[src/rtl/fetch_pkg.sv]
// Shared types and constants for the RV32I instruction fetch stage.
package fetch_pkg;
  localparam int XLEN = 32;
  localparam logic [XLEN-1:0] PC_STEP = 32'd4;

  typedef struct packed {
    logic [XLEN-1:0] pc;
    logic [XLEN-1:0] inst;
  } fetch_entry_t;

  function automatic logic [XLEN-1:0] align_pc(input logic [XLEN-1:0] a);
    return {a[XLEN-1:2], 2'b00};
  endfunction
endpackage

[src/rtl/fetch_fifo.sv]
// Small synchronous FIFO of {pc, inst}; flush beats push, push+pop keeps count.
module fetch_fifo
  import fetch_pkg::*;
#(
  parameter int DEPTH = 2,
  localparam int CW = $clog2(DEPTH + 1),
  localparam int AW = (DEPTH > 1) ? $clog2(DEPTH) : 1
) (
  input  logic         clk,
  input  logic         reset,
  input  logic         push,
  input  fetch_entry_t wdata,
  input  logic         pop,
  input  logic         flush,
  output fetch_entry_t head,
  output logic         full,
  output logic         empty,
  output logic [CW-1:0] count
);
  fetch_entry_t mem [DEPTH];
  logic [AW-1:0] rd_ptr, wr_ptr;
  logic do_push, do_pop;

  function automatic logic [AW-1:0] next_ptr(input logic [AW-1:0] p);
    return (p == AW'(DEPTH - 1)) ? '0 : p + AW'(1);
  endfunction

  assign empty   = (count == '0);
  assign full    = (count == CW'(DEPTH));
  assign do_pop  = pop && !empty;
  assign do_push = push && (!full || do_pop);
  assign head    = mem[rd_ptr];

  // Storage is cleared only on reset so the head reads as zero afterwards.
  always_ff @(posedge clk) begin
    if (reset) begin
      rd_ptr <= '0;
      wr_ptr <= '0;
      count  <= '0;
      for (int i = 0; i < DEPTH; i++) mem[i] <= '0;
    end else if (flush) begin
      rd_ptr <= '0;
      wr_ptr <= '0;
      count  <= '0;
    end else begin
      if (do_push) begin
        mem[wr_ptr] <= wdata;
        wr_ptr      <= next_ptr(wr_ptr);
      end
      if (do_pop) rd_ptr <= next_ptr(rd_ptr);
      count <= count + CW'(do_push) - CW'(do_pop);
    end
  end
endmodule

[src/rtl/instr_fetch.sv]
// RV32I fetch stage: PC generation, credit-limited imem requests, response
// buffering and redirect flush with discard of stale in-flight responses.
module instr_fetch
  import fetch_pkg::*;
#(
  parameter logic [XLEN-1:0] RESET_PC = 32'h0000_0000,
  parameter int DEPTH = 2
) (
  input  logic            clk,
  input  logic            reset,
  output logic            imem_req_valid,
  input  logic            imem_req_ready,
  output logic [XLEN-1:0] imem_req_addr,
  input  logic            imem_rsp_valid,
  input  logic [XLEN-1:0] imem_rsp_data,
  input  logic            redirect_valid,
  input  logic [XLEN-1:0] redirect_pc,
  output logic            inst_valid,
  input  logic            inst_ready,
  output logic [XLEN-1:0] inst_data,
  output logic [XLEN-1:0] inst_pc,
  output logic [XLEN-1:0] inst_pc_plus4
);
  localparam int CW = $clog2(DEPTH + 1);

  logic [XLEN-1:0] fetch_pc, rsp_pc;
  logic [CW-1:0]   count, live, drop, outstanding;
  logic [CW+1:0]   credit;
  fetch_entry_t    head, wdata;
  logic            full, empty, pop, req_fire, rsp_keep, rsp_drop;

  assign pop         = inst_valid && inst_ready;
  assign outstanding = live + drop;
  // Slots a new request would need: buffered after this pop plus in flight.
  assign credit = (CW+2)'(count) + (CW+2)'(live) + (CW+2)'(drop) - (CW+2)'(pop);

  assign imem_req_valid = !reset && !redirect_valid && (credit < (CW+2)'(DEPTH));
  assign imem_req_addr  = fetch_pc;
  assign req_fire       = imem_req_valid && imem_req_ready;

  assign rsp_drop = imem_rsp_valid && (drop != '0);
  assign rsp_keep = imem_rsp_valid && (drop == '0) && (live != '0);
  assign wdata    = '{pc: rsp_pc, inst: imem_rsp_data};

  fetch_fifo #(.DEPTH(DEPTH)) u_fifo (
    .clk   (clk),
    .reset (reset),
    .push  (rsp_keep && (!full || pop)),
    .wdata (wdata),
    .pop   (pop),
    .flush (redirect_valid),
    .head  (head),
    .full  (full),
    .empty (empty),
    .count (count)
  );

  always_ff @(posedge clk) begin
    if (reset) begin
      fetch_pc <= RESET_PC;
      rsp_pc   <= RESET_PC;
      live     <= '0;
      drop     <= '0;
    end else if (redirect_valid) begin
      fetch_pc <= align_pc(redirect_pc);
      rsp_pc   <= align_pc(redirect_pc);
      live     <= '0;
      // Everything still in flight becomes stale; a response landing now is eaten here.
      drop     <= outstanding - CW'(imem_rsp_valid && (outstanding != '0));
    end else begin
      if (req_fire) fetch_pc <= fetch_pc + PC_STEP;
      if (rsp_keep) rsp_pc   <= rsp_pc + PC_STEP;
      live <= live + CW'(req_fire) - CW'(rsp_keep);
      drop <= drop - CW'(rsp_drop);
    end
  end

  assign inst_valid    = !empty;
  assign inst_data     = head.inst;
  assign inst_pc       = head.pc;
  assign inst_pc_plus4 = head.pc + PC_STEP;
endmodule

[config.mk]
export PLATFORM = sky130hd
export DESIGN_NAME = instr_fetch
export DESIGN_NICKNAME = d
export VERILOG_FILES = /design/src/rtl/fetch_pkg.sv /design/src/rtl/fetch_fifo.sv /design/src/rtl/instr_fetch.sv
export SDC_FILE = /design/constraint.sdc
export NUM_CORES = 1
export LEC_CHECK = 0
export BUFFER_PORTS_ARGS = -buffer_cell sky130_fd_sc_hd__buf_2
export CAP_MARGIN = 20
export CORE_ASPECT_RATIO = 1.2
export CORE_MARGIN = 3
export CORE_UTILIZATION = 60
export CTS_BUF_LIST = sky130_fd_sc_hd__clkbuf_16
export DETAILED_ROUTE_END_ITERATION = 8
export PLACE_DENSITY = 0.88
export SKIP_LAST_GASP = 1
export SYNTH_ARGS = -nofsm -noshare
export SYNTH_HDL_FRONTEND = slang
export SYNTH_SLANG_ARGS = --single-unit
[constraint.sdc]
create_clock -name clk -period 10 [get_ports clk]
set_clock_uncertainty 0.05 [all_clocks]
set_input_delay 0.5 -clock clk [delete_from_list [all_inputs] [get_ports clk]]
set_output_delay 0.5 -clock clk [all_outputs]
set_load 0.1 [all_outputs]
Word level (Yosys, flattened, before mapping)
Memory sizes are Yosys's and may differ from the RTL's. A register that Yosys moved wholly into a read port is not among the register bits.
Index checks and enable logic that the tools add are counted.
{"block": "totals", "ff_bits": 72, "mem_bits_rw": 128, "inputBits": 70, "word_cells": 71, "mem_count": 1}
{"block": "op_classes", "addsub": 15, "n_lt_le_gt_ge": 1, "n_eq_ne": 1, "n_mux": 18, "reduce_logical": 26}
{"name": "u_fifo.mem", "depth": 2, "word_bits": 64, "rd": 1, "rd_ports_with_merged_regs": 1, "write_ports": 2, "line_no": "fetch_fifo.sv:20", "rtl": "fetch_entry_t mem [DEPTH];"}
{"op": "$mux W32", "count": 4}
{"op": "$add A32 B3 Y32 const B", "count": 3}
{"op": "$mux W64", "count": 1}
{"op": "$reduce_or A64 Y1", "count": 1}
{"op": "$mux W1", "count": 12}
{"op": "$logic_and A1 B1 Y1", "count": 11}
{"op": "$reduce_bool A2 Y1", "count": 5}
{"op": "$sub A2 B1 Y2", "count": 4}
{"op": "$add A2 B1 Y2", "count": 2}
{"op": "$add A3 B2 Y4", "count": 1}
{"op": "$logic_not A1 Y1", "count": 4}
{"op": "$logic_not A2 Y1", "count": 2}
{"op": "$lt A4 B2 Y1 const B", "count": 1}
{"op": "$sub A4 B1 Y4", "count": 1}
{"op": "$add A2 B2 Y3", "count": 1}
{"op": "$add A1 B1 Y1 const B", "count": 2}
{"op": "$add A2 B2 Y2", "count": 1}
{"op": "$eq A2 B2 Y1 const B", "count": 1}
{"op": "$logic_or A1 B1 Y1", "count": 2}
{"op": "$mux W2", "count": 1}
{"op": "$reduce_or A2 Y1", "count": 1}

Longest topological paths before layout
{"block": "logic_depth", "ltp_word": 12, "ltp_mapped": 17, "ltp_nobuf": 17}

By module
From an unflattened synthesis, not the netlist that was laid out.
{"block": "hier_totals", "hier_cells": 981, "hier_area_um2": 10621.4}
{"module": "fetch_fifo", "n_inst": 1, "cells_per_inst": 372, "area_per_inst_um2": 5863.1}
{"module": "instr_fetch", "n_inst": 1, "cells_per_inst": 609, "area_per_inst_um2": 4758.3}

Worst setup path before layout
OpenSTA, ideal clock, no wires.
{"block": "synth_timing", "path_type": "register -> output", "from": "reg (tool-made name)", "to": "out inst_pc_plus4[6]", "t_arrival_ns": 7.195, "required_time_ns": 9.450, "slack_ns": 2.255, "path_stages_with_launch": 10, "path_buffers": 5, "path_cell_list": "dfxtp_1 -> buf_2 -> buf_2 -> buf_1 -> clkbuf_1 -> buf_2 -> mux2i_1 -> inv_1 -> ha_1 -> a221oi_1"}
{"element": "end, declared", "line_no": "instr_fetch.sv:22", "rtl": "output logic [XLEN-1:0] inst_pc_plus4"}

==> results.yml <==
worst_hold_path:
  whs_endpoint: "u_fifo.mem[1][22]"
  hp-start: "imem_rsp_data[22]"
  whs_path_depth: 2
  hold_class: "in2reg"
die:
  die_y_um: 147.8
  die_w_um: 124.2
  coreArea_mm2: 0.01634
  start_util: 0.6156
  die_area_mm2: 0.01836
  rows: 51
  pin_count: 200
critical_path:
  start_kind: "flip-flop"
  timing.rr.start: "u_fifo.count[1]"
  endpoint_kind: "output pin"
  critPathKind: "reg2out"
  critPathArrivalTime_ns: 4.12
  reg2regPathDepth: 17
  r2r_slack_ns: 6.00
  crit_required_ns: 9.45
  path_max_fanout: 55
  r2r_end: "live[1]"
final_layout:
  area_growth_pct: 16.03
  multi_input_area_mm2: 0.004501
  fill_cells: 1201
  layout.nets: 1181
  seqCellArea_mm2: 0.005109
  drive_above_1_share: 0.2644
  antenna_cells: 0
  stdcell_area_mm2: 0.01167
  post_layout_nonfiller_instances: 1320
detailed_routing:
  viasPerCell: 5.664
  ant_nets: 0
  drt_pass1_iterations: 6
  routed_wirelength_um: 22460
  post_drt_wl_per_cell_um: 17.01
  drt_iter0_drc: 550
  via_count: 7476
  drcViolationCount: 0
yosys:
  syn_inst: 928
  avgSynthCellArea_um2: 10.84
  syn-cell-area_mm2: 0.01006
  synth_warnings: 0
  synth_seq_cells: 193
  synthFlopType: "edfxtp_1"
  netlist-cell-type-count: 56
  synth_edf_count: 124
  ys_seq_area_frac: 0.5077
  async_reset_ff_frac: 0
timing:
  tns_ns: 0
  fmax_mhz: 214.2
  relSlewSlack: 0.4337
  post-route-period-util: 0.4669
  setup_viol: 0
  min_period_ns: 4.669
  slew_viol_final: 0
  rsz0062_at_grt: "false"
  whs_ns: 0.3001
  worst_pin_slew_ns: 0.8478
  hold_violations: 0
placement:
  placed_area_mm2: 0.01111
  portBuffers: 191
  dp_hpwl_um: 15910
  gp_congestion: 0.8667
  dp_cells: 1288
global_route:
  grt_pass1_wl_um: 35220
  antenna_found_initial: 0
  grt_pass1_vias: 7230
  grt_overflow: 0
  grt_usage: 0.2441
  grt_max_degree: 64
clock_tree:
  numCtsBuffers: 17
  htreeDepth: 4
  ctsHoldBuffers: 0
  ctsResizeCount: 0
  clockBufferDepth: 2
  cts_root_buf: "clkbuf_16"
  clock-sinks: 193
  post_cts_buffers: 0
  cts.reportedPaths.clkPinSlew_ns: 0.07
  cts_tree: "yes"
  clk_latency_ns: 0.43
power:
  power.leakage_nw: 4.849
  power_mw: 1.881
  power_density_mw_per_mm2: 161.2
  ir_drop_uv: 111.9
outcome:
  outcome: "finished clean"
run:
  maxCapViolations: 0
[cell usage after synthesis (2+ instances only)]
cell type  number  share of area
nor2_1         19         0.0071
and2_0          2         0.0012
xor2_1         38          0.033
fa_1            2         0.0040
dfxtp_1        69           0.14
nand3_1        33          0.016
a21boi_0       40          0.030
nand4_1        31          0.019
buf_4           6         0.0045
nand3b_1        2         0.0015
nand4b_1        5         0.0044
o21ai_0         4         0.0020
or2_2           4         0.0025
nor3b_1         2         0.0015
o21bai_1        3         0.0022
and3_1         19          0.012
nor4_1         14         0.0087
or3_1           3         0.0019
buf_1           4         0.0015
o21a_1          5         0.0037
and4_1          7         0.0061
a211oi_1        5         0.0037
a221oi_1        2         0.0017
inv_1          56          0.021
nor3_1         18         0.0090
ha_1           14          0.017
edfxtp_1      124           0.37
xnor2_1        44          0.038
a21oi_1        35          0.017
a31oi_1         2         0.0012
buf_6           2         0.0022
mux2_2         51          0.057
clkbuf_1       39          0.015
nand2_1        38          0.014
buf_2           6         0.0030
and2_1        132          0.082
mux2i_1        16          0.016
o31a_1         14          0.012
[where the power goes]
part           switching [mW]  leakage, nW  total [mW]  internal [mW]
Sequential             0.0329         1.85       0.914          0.881
Combinational           0.258         2.73       0.325         0.0675
Clock                   0.296        0.268       0.642          0.345
[layer usage]
layer / vias up / global-route usage / share of wire
met5: - / 0 / 0
met4: 0 / 0.09370 / 0.026
met2: 260 / 0.4142 / 0.50
met1: 3559 / 0.3034 / 0.41
met3: 46 / 0.05205 / 0.071
li1: 3611 / - / -
[cell usage in the layout (no fill, tap or decap), types with 4 or more instances in the layout]
| cell type | Yosys | layout |
|---|---|---|
| ha_1 | 14 | 14 |
| xor2_1 | 38 | 38 |
| nor3_1 | 18 | 18 |
| edfxtp_1 | 124 | 124 |
| nand3_1 | 33 | 33 |
| o31a_1 | 14 | 14 |
| mux2_2 | 51 | 51 |
| inv_1 | 56 | 57 |
| and3_1 | 19 | 19 |
| conb_1 | 1 | 6 |
| dfxtp_1 | 69 | 68 |
| a21boi_0 | 40 | 40 |
| mux2i_1 | 16 | 16 |
| o21ai_0 | 4 | 4 |
| o21a_1 | 5 | 5 |
| inv_6 | 0 | 5 |
| nand4_1 | 31 | 31 |
| nor2_1 | 19 | 19 |
| nand4b_1 | 5 | 5 |
| and2_1 | 132 | 132 |
| nand2_1 | 38 | 38 |
| a211oi_1 | 5 | 5 |
| xnor2_1 | 44 | 44 |
| a21oi_1 | 35 | 35 |
| or2_2 | 4 | 4 |
| buf_4 | 6 | 9 |
| buf_2 | 6 | 191 |
| nor4_1 | 14 | 14 |
| and4_1 | 7 | 7 |
| clkbuf_16 | 0 | 17 |
[registers in the layout, indices dropped and copies added, names as in the netlist, named ones only]
signal and flops:
imem_req_addr 30, u_fifo.count 2, u_fifo.rd_ptr 1, drop 2, u_fifo.mem 124, rsp_pc 30
live 2, u_fifo.wr_ptr 1
[metrics by stage]
stage / setup WS [ns] / util
3_5_place_dp: 5.799 / 0.6800
4_1_cts: 5.314 / 0.7142
3_3_place_gp: 5.843 / 0.6800
2_1_floorplan: 2.255 / -
5_1_grt: 5.088 / 0.7142
6_report: 5.331 / 0.7142
[cell families (layout without fill, tap and decap cells)]
group,count (synthesis),count (layout),share of synthesized area
AOI/OAI and AO/OA,119,119,0.08262
xor gates and xnor gates,82,82,0.07142
adders and majority gates,16,16,0.02140
buffers and inverters,113,288,0.04666
DFF,193,193,0.5077
muxes,67,67,0.07304
other,1,6,0.0003729
and+or+nand+nor,337,337,0.1968
[how the worst max path moves through the flow]
stage,slack (ns),startpoint,to
floorplan,2.25,flip-flop,inst_pc_plus4[6]
global placement,5.84,flip-flop,inst_pc_plus4[31]
detailed placement,5.80,flip-flop,inst_pc_plus4[31]
CTS,5.31,flip-flop,inst_pc_plus4[31]
global route,5.09,flip-flop,inst_pc_plus4[31]
finish,5.33,flip-flop,inst_pc_plus4[31]
[critical path: stages, from the launching register on]
cell and delay (ns):
dfxtp_4 0.61, buf_4 0.62, nand4_1 0.22, a221oi_1 0.68, nand2_1 0.24, nor4_1 0.67, xor2_1 0.18, buf_2 0.44
[layout make-up]
cell class,instances,share of cell area
inverters,56,0.01802
repair buffers,200,0.08772
multi-input cells,627,0.3857
clock inverters,15,0.01147
well taps,212,0.02273
clock buffers,17,0.03646
flip-flops and latches,193,0.4379
Note: power is estimated with default switching activity, not from simulation.
